File: config.mk
export PLATFORM = sky130hd
export DESIGN_NAME = sdio_clk_ctrl
export DESIGN_NICKNAME = d
export VERILOG_FILES = /design/src/rtl/sdio_pkg.sv /design/src/rtl/sdio_clk_ctrl.sv
export SDC_FILE = /design/constraint.sdc
export NUM_CORES = 1
export LEC_CHECK = 0
export ABC_AREA = 1
export CAP_MARGIN = 20
export CORE_AREA = 5 5 108 59
export DETAILED_ROUTE_END_ITERATION = 10
export DIE_AREA = 0 0 113 64
export GPL_ROUTABILITY_DRIVEN = 0
export MAX_ROUTING_LAYER = met4
export PLACE_DENSITY = 0.53
export SLEW_MARGIN = 10
export SYNTH_ARGS = -nofsm -noshare
export SYNTH_HDL_FRONTEND = slang
export SYNTH_SLANG_ARGS = --single-unit
File: constraint.sdc
create_clock -name sd_clk -period 2.7 [get_ports sd_clk]
set_input_delay 0.54 -clock sd_clk [delete_from_list [all_inputs] [get_ports sd_clk]]
set_output_delay 0.54 -clock sd_clk [all_outputs]
set_load 0.005 [all_outputs]
File: src/rtl/sdio_pkg.sv
// Shared definitions for the SD clock controller: FSM state encoding and
// default values for the power-up clock count and the post-reset divider.
package sdio_pkg;

    localparam int         INIT_CLKS_DEF = 74;
    localparam logic [7:0] DIV_RESET_DEF = 8'd124;

    typedef enum logic [2:0] {
        ST_IDLE  = 3'd0,
        ST_RUN   = 3'd1,
        ST_DRAIN = 3'd2,
        ST_LOAD  = 3'd3,
        ST_INIT  = 3'd4
    } state_t;

endpackage

File: src/rtl/sdio_clk_ctrl.sv
// SD clock sequencer: safe divider changes, power-up clocks, optional flow-control pause.
// Optional feature macro: SDIO_CLK_AUTO_PAUSE_EN (auto-pause on FIFO full/empty while RUN).
//
// state | meaning
// IDLE  | clock stopped, waiting for software request
// RUN   | free-running SD clock
// DRAIN | enable dropped, waiting for generator to park the clock low
// LOAD  | new divider applied, clock still parked
// INIT  | clocking out the power-up edges
module sdio_clk_ctrl
    import sdio_pkg::*;
#(
    parameter int         INIT_CLKS = INIT_CLKS_DEF,
    parameter logic [7:0] DIV_RESET = DIV_RESET_DEF
) (
    input  logic       sd_clk,
    input  logic       rstn,
    input  logic       cfg_clk_en,
    input  logic [7:0] cfg_clk_div,
    input  logic       cfg_div_upd,
    input  logic       cfg_init_start,
    input  logic       gen_clk_oe,
    input  logic       gen_rx_en,
    input  logic       rx_active,
    input  logic       tx_active,
    input  logic       rx_fifo_full,
    input  logic       tx_fifo_empty,
    output logic       sd_clk_en,
    output logic [7:0] sd_clk_div,
    output logic       sd_clk_pause,
    output logic       upd_done,
    output logic       init_done,
    output logic       busy
);

    localparam int            CW      = $clog2(INIT_CLKS + 1);
    localparam logic [CW-1:0] INIT_TC = CW'(INIT_CLKS);

    state_t        state, state_nxt;
    logic          pend, pend_nxt;
    logic [7:0]    pend_div, pend_div_nxt;
    logic [CW-1:0] count, count_nxt;
    logic          init_hit;

    always_comb begin
        state_nxt    = state;
        pend_nxt     = pend;
        pend_div_nxt = pend_div;
        count_nxt    = count;
        init_hit     = 1'b0;
        case (state)
            ST_IDLE: begin
                if (cfg_div_upd) begin
                    pend_div_nxt = cfg_clk_div;
                    state_nxt    = ST_LOAD;
                end else if (cfg_init_start) begin
                    count_nxt = '0;
                    state_nxt = ST_INIT;
                end else if (cfg_clk_en) begin
                    state_nxt = ST_RUN;
                end
            end
            ST_RUN: begin
                if (cfg_div_upd) begin
                    pend_div_nxt = cfg_clk_div;
                    pend_nxt     = 1'b1;
                    state_nxt    = ST_DRAIN;
                end else if (!cfg_clk_en) begin
                    state_nxt = ST_DRAIN;
                end
            end
            ST_DRAIN: begin
                if (cfg_div_upd) begin
                    pend_div_nxt = cfg_clk_div;
                    pend_nxt     = 1'b1;
                end
                if (!gen_clk_oe) begin
                    state_nxt = pend_nxt ? ST_LOAD : ST_IDLE;
                end
            end
            ST_LOAD: begin
                if (cfg_div_upd) begin
                    pend_div_nxt = cfg_clk_div;
                    pend_nxt     = 1'b1;
                    state_nxt    = ST_DRAIN;
                end else begin
                    state_nxt = cfg_clk_en ? ST_RUN : ST_IDLE;
                end
            end
            ST_INIT: begin
                if (cfg_div_upd) begin
                    pend_div_nxt = cfg_clk_div;
                    pend_nxt     = 1'b1;
                end
                if (gen_rx_en && (count != INIT_TC)) begin
                    count_nxt = count + 1'b1;
                end
                if (count_nxt == INIT_TC) begin
                    init_hit  = 1'b1;
                    state_nxt = ST_DRAIN;
                end
            end
            default: state_nxt = ST_IDLE;
        endcase
    end

    // Outputs are registered from the next state so they line up with the state register.
    always_ff @(posedge sd_clk) begin
        if (!rstn) begin
            state      <= ST_IDLE;
            pend       <= 1'b0;
            pend_div   <= DIV_RESET;
            count      <= '0;
            sd_clk_en  <= 1'b0;
            sd_clk_div <= DIV_RESET;
            upd_done   <= 1'b0;
            init_done  <= 1'b0;
            busy       <= 1'b0;
        end else begin
            state     <= state_nxt;
            pend_div  <= pend_div_nxt;
            count     <= count_nxt;
            pend      <= (state_nxt == ST_LOAD) ? 1'b0 : pend_nxt;
            sd_clk_en <= (state_nxt == ST_RUN) || (state_nxt == ST_INIT);
            busy      <= (state_nxt == ST_DRAIN) || (state_nxt == ST_LOAD) ||
                         (state_nxt == ST_INIT);
            upd_done  <= (state_nxt == ST_LOAD);
            init_done <= init_hit;
            // LOAD is only entered with the clock parked, so the divider never moves mid-toggle.
            if (state_nxt == ST_LOAD) begin
                sd_clk_div <= pend_div_nxt;
            end
        end
    end

`ifdef SDIO_CLK_AUTO_PAUSE_EN
    always_ff @(posedge sd_clk) begin
        if (!rstn) begin
            sd_clk_pause <= 1'b0;
        end else begin
            sd_clk_pause <= (state == ST_RUN) &&
                            ((rx_active && rx_fifo_full) || (tx_active && tx_fifo_empty));
        end
    end
`else
    always_ff @(posedge sd_clk) begin
        sd_clk_pause <= 1'b0;
    end

    logic unused_flow;
    assign unused_flow = ^{rx_active, tx_active, rx_fifo_full, tx_fifo_empty};
`endif

endmodule
==> impl_metrics.toml, run 1 <==
[status]
outcome = "finished clean"

[hold_path]
min-delay-start = "sd_clk_div[5]"
min_to = "sd_clk_div[5]"
min_path_cells = 2
hold_path_class = "reg -> reg"

[worst_setup_path]
ff2ff_path_depth = 16
crit_path_max_incr_delay_ps = 430
crit_path_start_kind = "flip-flop"
cp_top_family = "simple AND/OR/NAND/NOR gates"
r2r_slack_ps = 560
crit_type = "reg -> reg"
slowest_stage = "dfxtp_1"
reg2reg_to = "sd_clk_div[4]"
cpMostUsedCell = "nand2_1"
critical_path.n_buffers_inverters = 3
timing.rr.start = "count[0]"
cp.arrival_ps = 2290
worstPathCellList = "inv_1 > ha_1 > nand2_1 > inv_1 > nand3_4 > nand2_4 > nand2_1 > nand2_1 > inv_2 > nand2_1 > nor2_2 > nand3_2 > nand2_4 > nand2_4 > nand2_1 > nand3_1"
crit_fanout = 11
crit_path_end_kind = "flip-flop"
critPathRequiredTime_ps = 2860

[global_route]
grt-ovfl-total = 0
grt_pass1_vias = 1231
grt_max_degree = 18
grt_pass1_wl_mm = 6.21
grt_usage_pct = 11.1
antenna_found_initial = 0

[place]
place_ws_ps = 342
dp.final_hpwl_mm = 2.86
portBuffers = 26
dpl_cell_area_um2 = 1880

[clock_tree]
cts.sinks = 31
post_cts.repair.setup_buffers = 0
cts_hold_buffers = 0
clk_latency_ps = 270
cts-root-buf = "clkbuf_8"
cts_max_level = 2
cts_tree = "built"
cts_buffers = 5
ctsLongestPathBuffers = 2
clk_pin_slew_ps = 60
cts.repair.resized = 0

[finish]
design_area_um2 = 1980
syn_to_final_growth_pct = 27.5
nets = 263
drive_gt1_share_pct = 11.5
multi_input_area_um2 = 772
fillers = 566
regArea_um2 = 621
antenna_cells = 0

[logic_synthesis]
ys_warn_count = 0
synth_area_um2 = 1560
yosysSeqAreaShare_pct = 39.9
synth_seq_cells = 31
synthCells = 213
synth_nets = 234
syn_area_per_cell_um2 = 7.30
synth_cell_types = 34

[sta]
hold_slack_ps = 457
relSlewSlack_pct = 61.6
rsz0062_at_grt = "no"
fin_ws_ps = 562
fin_skew_ps = 3.93
post-route-period-util_pct = 79.2
fmax_mhz = 468
finalHoldViolations = 0
setup_tns_ps = 0
final_max_slew_viol_count = 0
setup_violations = 0
worst_pin_slew_ps = 575
fin_crit_ps = 2140

[drt]
routed_via_density = 4.34
wirelength_mm = 3.73
wire_per_inst_um = 11.8
drc = 0
drt_pass1_iterations = 4
route.vias.total = 1372
drtIter0Drc = 75
ant_nets = 0

[pwr]
peakVddDrop_mv = 0.189
seqPwrFrac_pct = 43.1
p_int_mw = 0.881
p_leak_nw = 0.894
switching_power_mw = 0.362
combPwrFrac_pct = 25.2
powerDensity_nw_per_um2 = 627
sw_frac_of_total_pct = 29.1
p_total_mw = 1.24
pwr-share-clk_pct = 31.7

[die]
die_w_um = 113
initial_core_util_pct = 29.3
die_area_um2 = 7230
ioPinCount = 32
row_count = 19
die_y_um = 64
core_area_um2 = 5300

[job]
cap_violations = 0
## cell usage after synthesis (all sizes together)
| master | instances | share of area, % |
|---|---|---|
| o31ai | 1 | 0.48 |
| a311oi | 1 | 0.97 |
| conb | 1 | 0.24 |
| nand3b | 2 | 0.97 |
| buf | 5 | 2.5 |
| or2 | 5 | 2.0 |
| nand2 | 62 | 17 |
| dfxtp | 31 | 40 |
| nand3 | 24 | 9.2 |
| clkinv | 1 | 0.24 |
| xnor2 | 1 | 0.56 |
| inv | 30 | 7.2 |
| clkbuf | 2 | 0.48 |
| xor2 | 2 | 1.1 |
| a21oi | 10 | 3.5 |
| nor2 | 16 | 5.1 |
| ha | 2 | 1.6 |
| o311ai | 1 | 1.7 |
| nand4 | 5 | 2.0 |
| o21ai | 10 | 3.2 |
| a31oi | 1 | 0.40 |
## state kept, by name, indices dropped and copies added (netlist names)
register	flops
sd_clk_en	1
upd_done	1
pend	1
state	3
sd_clk_div	8
count	7
init_done	1
pend_div	8
busy	1
## per-stage QoR
step                      util, %  std cells
after floorplan                 -        213
after global placement       35.5        308
after detailed placement     35.5        308
after CTS                    37.4        316
after global routing         37.4        316
final                        37.4        316
## worst max path at each step
stage | from | end | slack (ps) | cells past startpoint
after floorplan | count[0] | sd_clk_div[2] | 980 | 16
after global placement | gen_rx_en | sd_clk_div[6] | 320 | 10
after detailed placement | gen_rx_en | sd_clk_div[4] | 340 | 13
after CTS | count[0] | sd_clk_div[4] | 540 | 16
after global routing | count[0] | sd_clk_div[7] | 360 | 16
final | count[0] | sd_clk_div[4] | 560 | 16
## worst min-delay path, delay by kind of cell, from the launching register on
kind             cells  cell delay (ps)
flip-flops           1              330
AND/OR/NAND/NOR      2              100
## power by group through the flow
stage / Sequential, mW / Clock, mW / Combinational [mW]
floorplan: 0.544 / 0 / 0.196
global placement: 0.546 / 0 / 0.316
detailed placement: 0.546 / 0 / 0.317
CTS: 0.536 / 0.406 / 0.319
global route: 0.541 / 0.429 / 0.351
finish: 0.535 / 0.394 / 0.313
## kinds of logic after synthesis
group | after synthesis | share of synthesized area, %
buffers and inverters | 38 | 10.5
and+or+nand+nor | 114 | 35.9
other | 1 | 0.241
xor gates and xnor gates | 3 | 1.69
DFF | 31 | 39.9
AOI/OAI and AO/OA | 24 | 10.2
adders and majority gates | 2 | 1.61
## layout by cell type, fill, tap and decap left out
master,Yosys,routed
a21oi_2,1,1
ha_1,2,2
nor2_4,2,2
a311oi_2,1,1
inv_2,2,2
or2_2,2,2
clkinv_1,1,1
nand4_1,5,5
nand2_1,58,58
o311ai_4,1,1
or2_1,3,3
nand3_1,21,21
nand3_4,1,1
xnor2_1,1,1
buf_4,2,3
nor2_2,2,2
nand3_2,2,2
clkbuf_1,2,1
a31oi_1,1,1
a21oi_1,9,9
o21ai_1,1,1
nand2_2,1,1
nand2_4,3,3
o31ai_1,1,1
xor2_1,2,2
clkbuf_8,0,7
clkdlybuf4s50_1,0,26
nor2_1,12,12
dfxtp_1,31,31
inv_1,28,28
conb_1,1,1
nand3b_1,2,2
o21ai_0,9,9
## layer usage
| metal | up-vias | track usage, % | wire length (um) |
|---|---|---|---|
| met2 | 28 | 13.5 | 1380 |
| met5 | - | - | 0 |
| met3 | 4 | 3.96 | 207 |
| met1 | 615 | 16.6 | 2110 |
| met4 | 0 | 3.15 | 26 |
| li1 | 725 | - | - |
## layout make-up
cell class                 count  share of cell area [%]
multi-input combinational    144                    38.9
sequential                    31                    31.3
timing repair buffer          29                    14.3
inverter                      31                    5.87
clock buffer                   8                    5.05
tap                           73                    4.61
(Power assumes the default switching activity.)
==> run 2: changes to the inputs <==
- PLACE_DENSITY: 0.53 -> 0.55
- clock period: 2.7 -> 1.8 ns (I/O delays scaled with it)
==> run 2 against run 1 <==
  * The flow now finishes with violations (setup timing)
  * Register-to-register slack lost 630 ps
  * Die area unchanged
  * Highest routed layer unchanged
  * Cell area up 22%
  * Critical path type unchanged
==> impl_metrics.toml, run 2 (synthesis gave the netlist of run 1 again) <==
[drt]
route.vias.total = 1503
wirelength_mm = 4.33
drt_pass1_iterations = 4
routed_via_density = 4.31
wire_per_inst_um = 12.4
drc = 0
ant_nets = 0
drtIter0Drc = 55

[global_route]
grt_usage_pct = 12.6
met3_usage_pct = 3.49
grt_most_used_layer = "met1"
grt_use_met2_pct = 16.4
grtUsageMet1_pct = 18.8
antenna_found_initial = 0
grt_pass1_wl_mm = 7.00
grt_max_degree = 18
grt-ovfl-total = 0
grt_pass1_vias = 1431

[die]
die_w_um = 113
ioPinCount = 32
initial_core_util_pct = 29.3
core_area_um2 = 5300
die_area_um2 = 7230
die_y_um = 64
row_count = 19

[job]
cap_violations = 0

[place]
dp.final_hpwl_mm = 3.10
place_ws_ps = -321
portBuffers = 26

[sta]
rsz0062_at_grt = "yes"
fin_ws_ps = -63.6
worst_pin_slew_ps = 586
fmax_mhz = 537
finalHoldViolations = 0
relSlewSlack_pct = 60.8
post-route-period-util_pct = 104
fin_crit_ps = 1860
setup_violations = 12
final_max_slew_viol_count = 0
fin_skew_ps = 5.21

[finish]
layout_common_cells = "nand2_1, buf_4, dfxtp_1"
layout_commonest_cell = "nand2_1"
drive_gt1_share_pct = 34.8
antenna_cells = 0
reg_top3 = "pend_div: 8 flops, sd_clk_div: 8 flops, count: 7 flops"
nets = 297
syn_to_final_growth_pct = 55.5

[clock_tree]
cts_tree = "built"
cts_hold_buffers = 0
cts-root-buf = "clkbuf_8"
cts.sinks = 31
cts_buffers = 5
clk_pin_slew_ps = 70
clk_latency_ps = 280
ctsLongestPathBuffers = 2
cts_max_level = 2

[pwr]
p_leak_nw = 1.08
p_total_mw = 2.02
peakVddDrop_mv = 0.340
powerDensity_nw_per_um2 = 837

[worst_setup_path]
critical_path.n_buffers_inverters = 1
cp_top_family = "simple AND/OR/NAND/NOR gates"
slowest_stage = "dfxtp_4"
critPathRequiredTime_ps = 1960
crit_path_end_kind = "flip-flop"
crit_fanout = 5
crit_path_start_kind = "flip-flop"
r2r_slack_ps = -60
crit_type = "reg -> reg"
cp.arrival_ps = 2020
reg2reg_to = "busy"
cpMostUsedCell = "nand2_1"
crit_path_max_incr_delay_ps = 390
worstPathCellList = "ha_4 > nand4_1 > nor2_2 > xnor2_2 > nor2_4 > nand3_4 > nand2_8 > buf_4 > nand2_1 > nand2_1"
ff2ff_path_depth = 10
timing.rr.start = "count[0]"

[hold_path]
min_path_cells = 2
min_to = "sd_clk_div[2]"
hold_path_class = "reg -> reg"
min-delay-start = "sd_clk_div[2]"

[status]
violations = "setup timing"
outcome = "finished, violations left"
## run 2: cell count changes in the layout (fill, tap and decap cells not counted), sizes merged
cell | previous run | this run
buf | 3 | 36
clkbuf | 8 | 6
clkdlybuf4s50 | 26 | 25
dlygate4sd2 | 0 | 1
inv | 30 | 31
nand2 | 62 | 63
## run 2: cell type report
type	instances	area (um^2)
Inverter	31	119
Fill cell	547	2880
Clock buffer	6	82.6
Timing Repair Buffer	62	549
Clock inverter	1	5.00
Tap cell	73	91.3
Multi-Input combinational cell	145	941
Sequential cell	31	631
## run 2: report_power, final
group          internal [mW]  leakage, nW  total, mW  switching [mW]
Combinational          0.318        0.773      0.659           0.341
Clock                  0.300       0.0470      0.560           0.260
Sequential             0.761        0.257      0.806          0.0444
Total                   1.38         1.08       2.02           0.646
## run 2: routing by layer
| layer | wire length (um) | up-vias |
|---|---|---|
| met2 | 1700 | 26 |
| li1 | - | 799 |
| met3 | 184 | 4 |
| met1 | 2410 | 674 |
| met4 | 24 | 0 |
| met5 | 0 | - |
## run 2: metrics by stage
step	cell area, um^2	std cells	hold slack [ps]	utilization [%]	setup TNS, ps
after floorplan	1560	213	453	-	0
after global placement	2050	329	445	38.7	-4090
after detailed placement	2050	329	450	38.7	-5020
after CTS	2310	349	469	43.7	-535
after global routing	2420	349	490	45.6	-2260
final	2420	349	467	45.6	-518
## run 2: worst max path at each step
stage	startpoint	endpoint	slack, ps	cells after the start
2_1_floorplan	count[0]	sd_clk_div[2]	80	16
3_3_place_gp	gen_rx_en	sd_clk_div[6]	-270	10
3_5_place_dp	gen_rx_en	sd_clk_div[6]	-320	10
4_1_cts	count[0]	sd_clk_div[1]	-60	16
5_1_grt	count[0]	sd_clk_div[1]	-180	10
6_report	count[0]	busy	-60	10
## run 2: worst min-delay path, stage by stage, from the launching register on
cell	delay, ps
dfxtp_1	330
nand2_1	50
nand3_1	50
## run 2: repair_timing
action | in CTS | in global routing
hold endpoints to repair | 0 | 0
setup buffers | 12 | 0
setup endpoints to repair | 14 | 18
pin swaps | 13 | 11
gates resized for setup | 21 | 30
cloned | 1 | 0
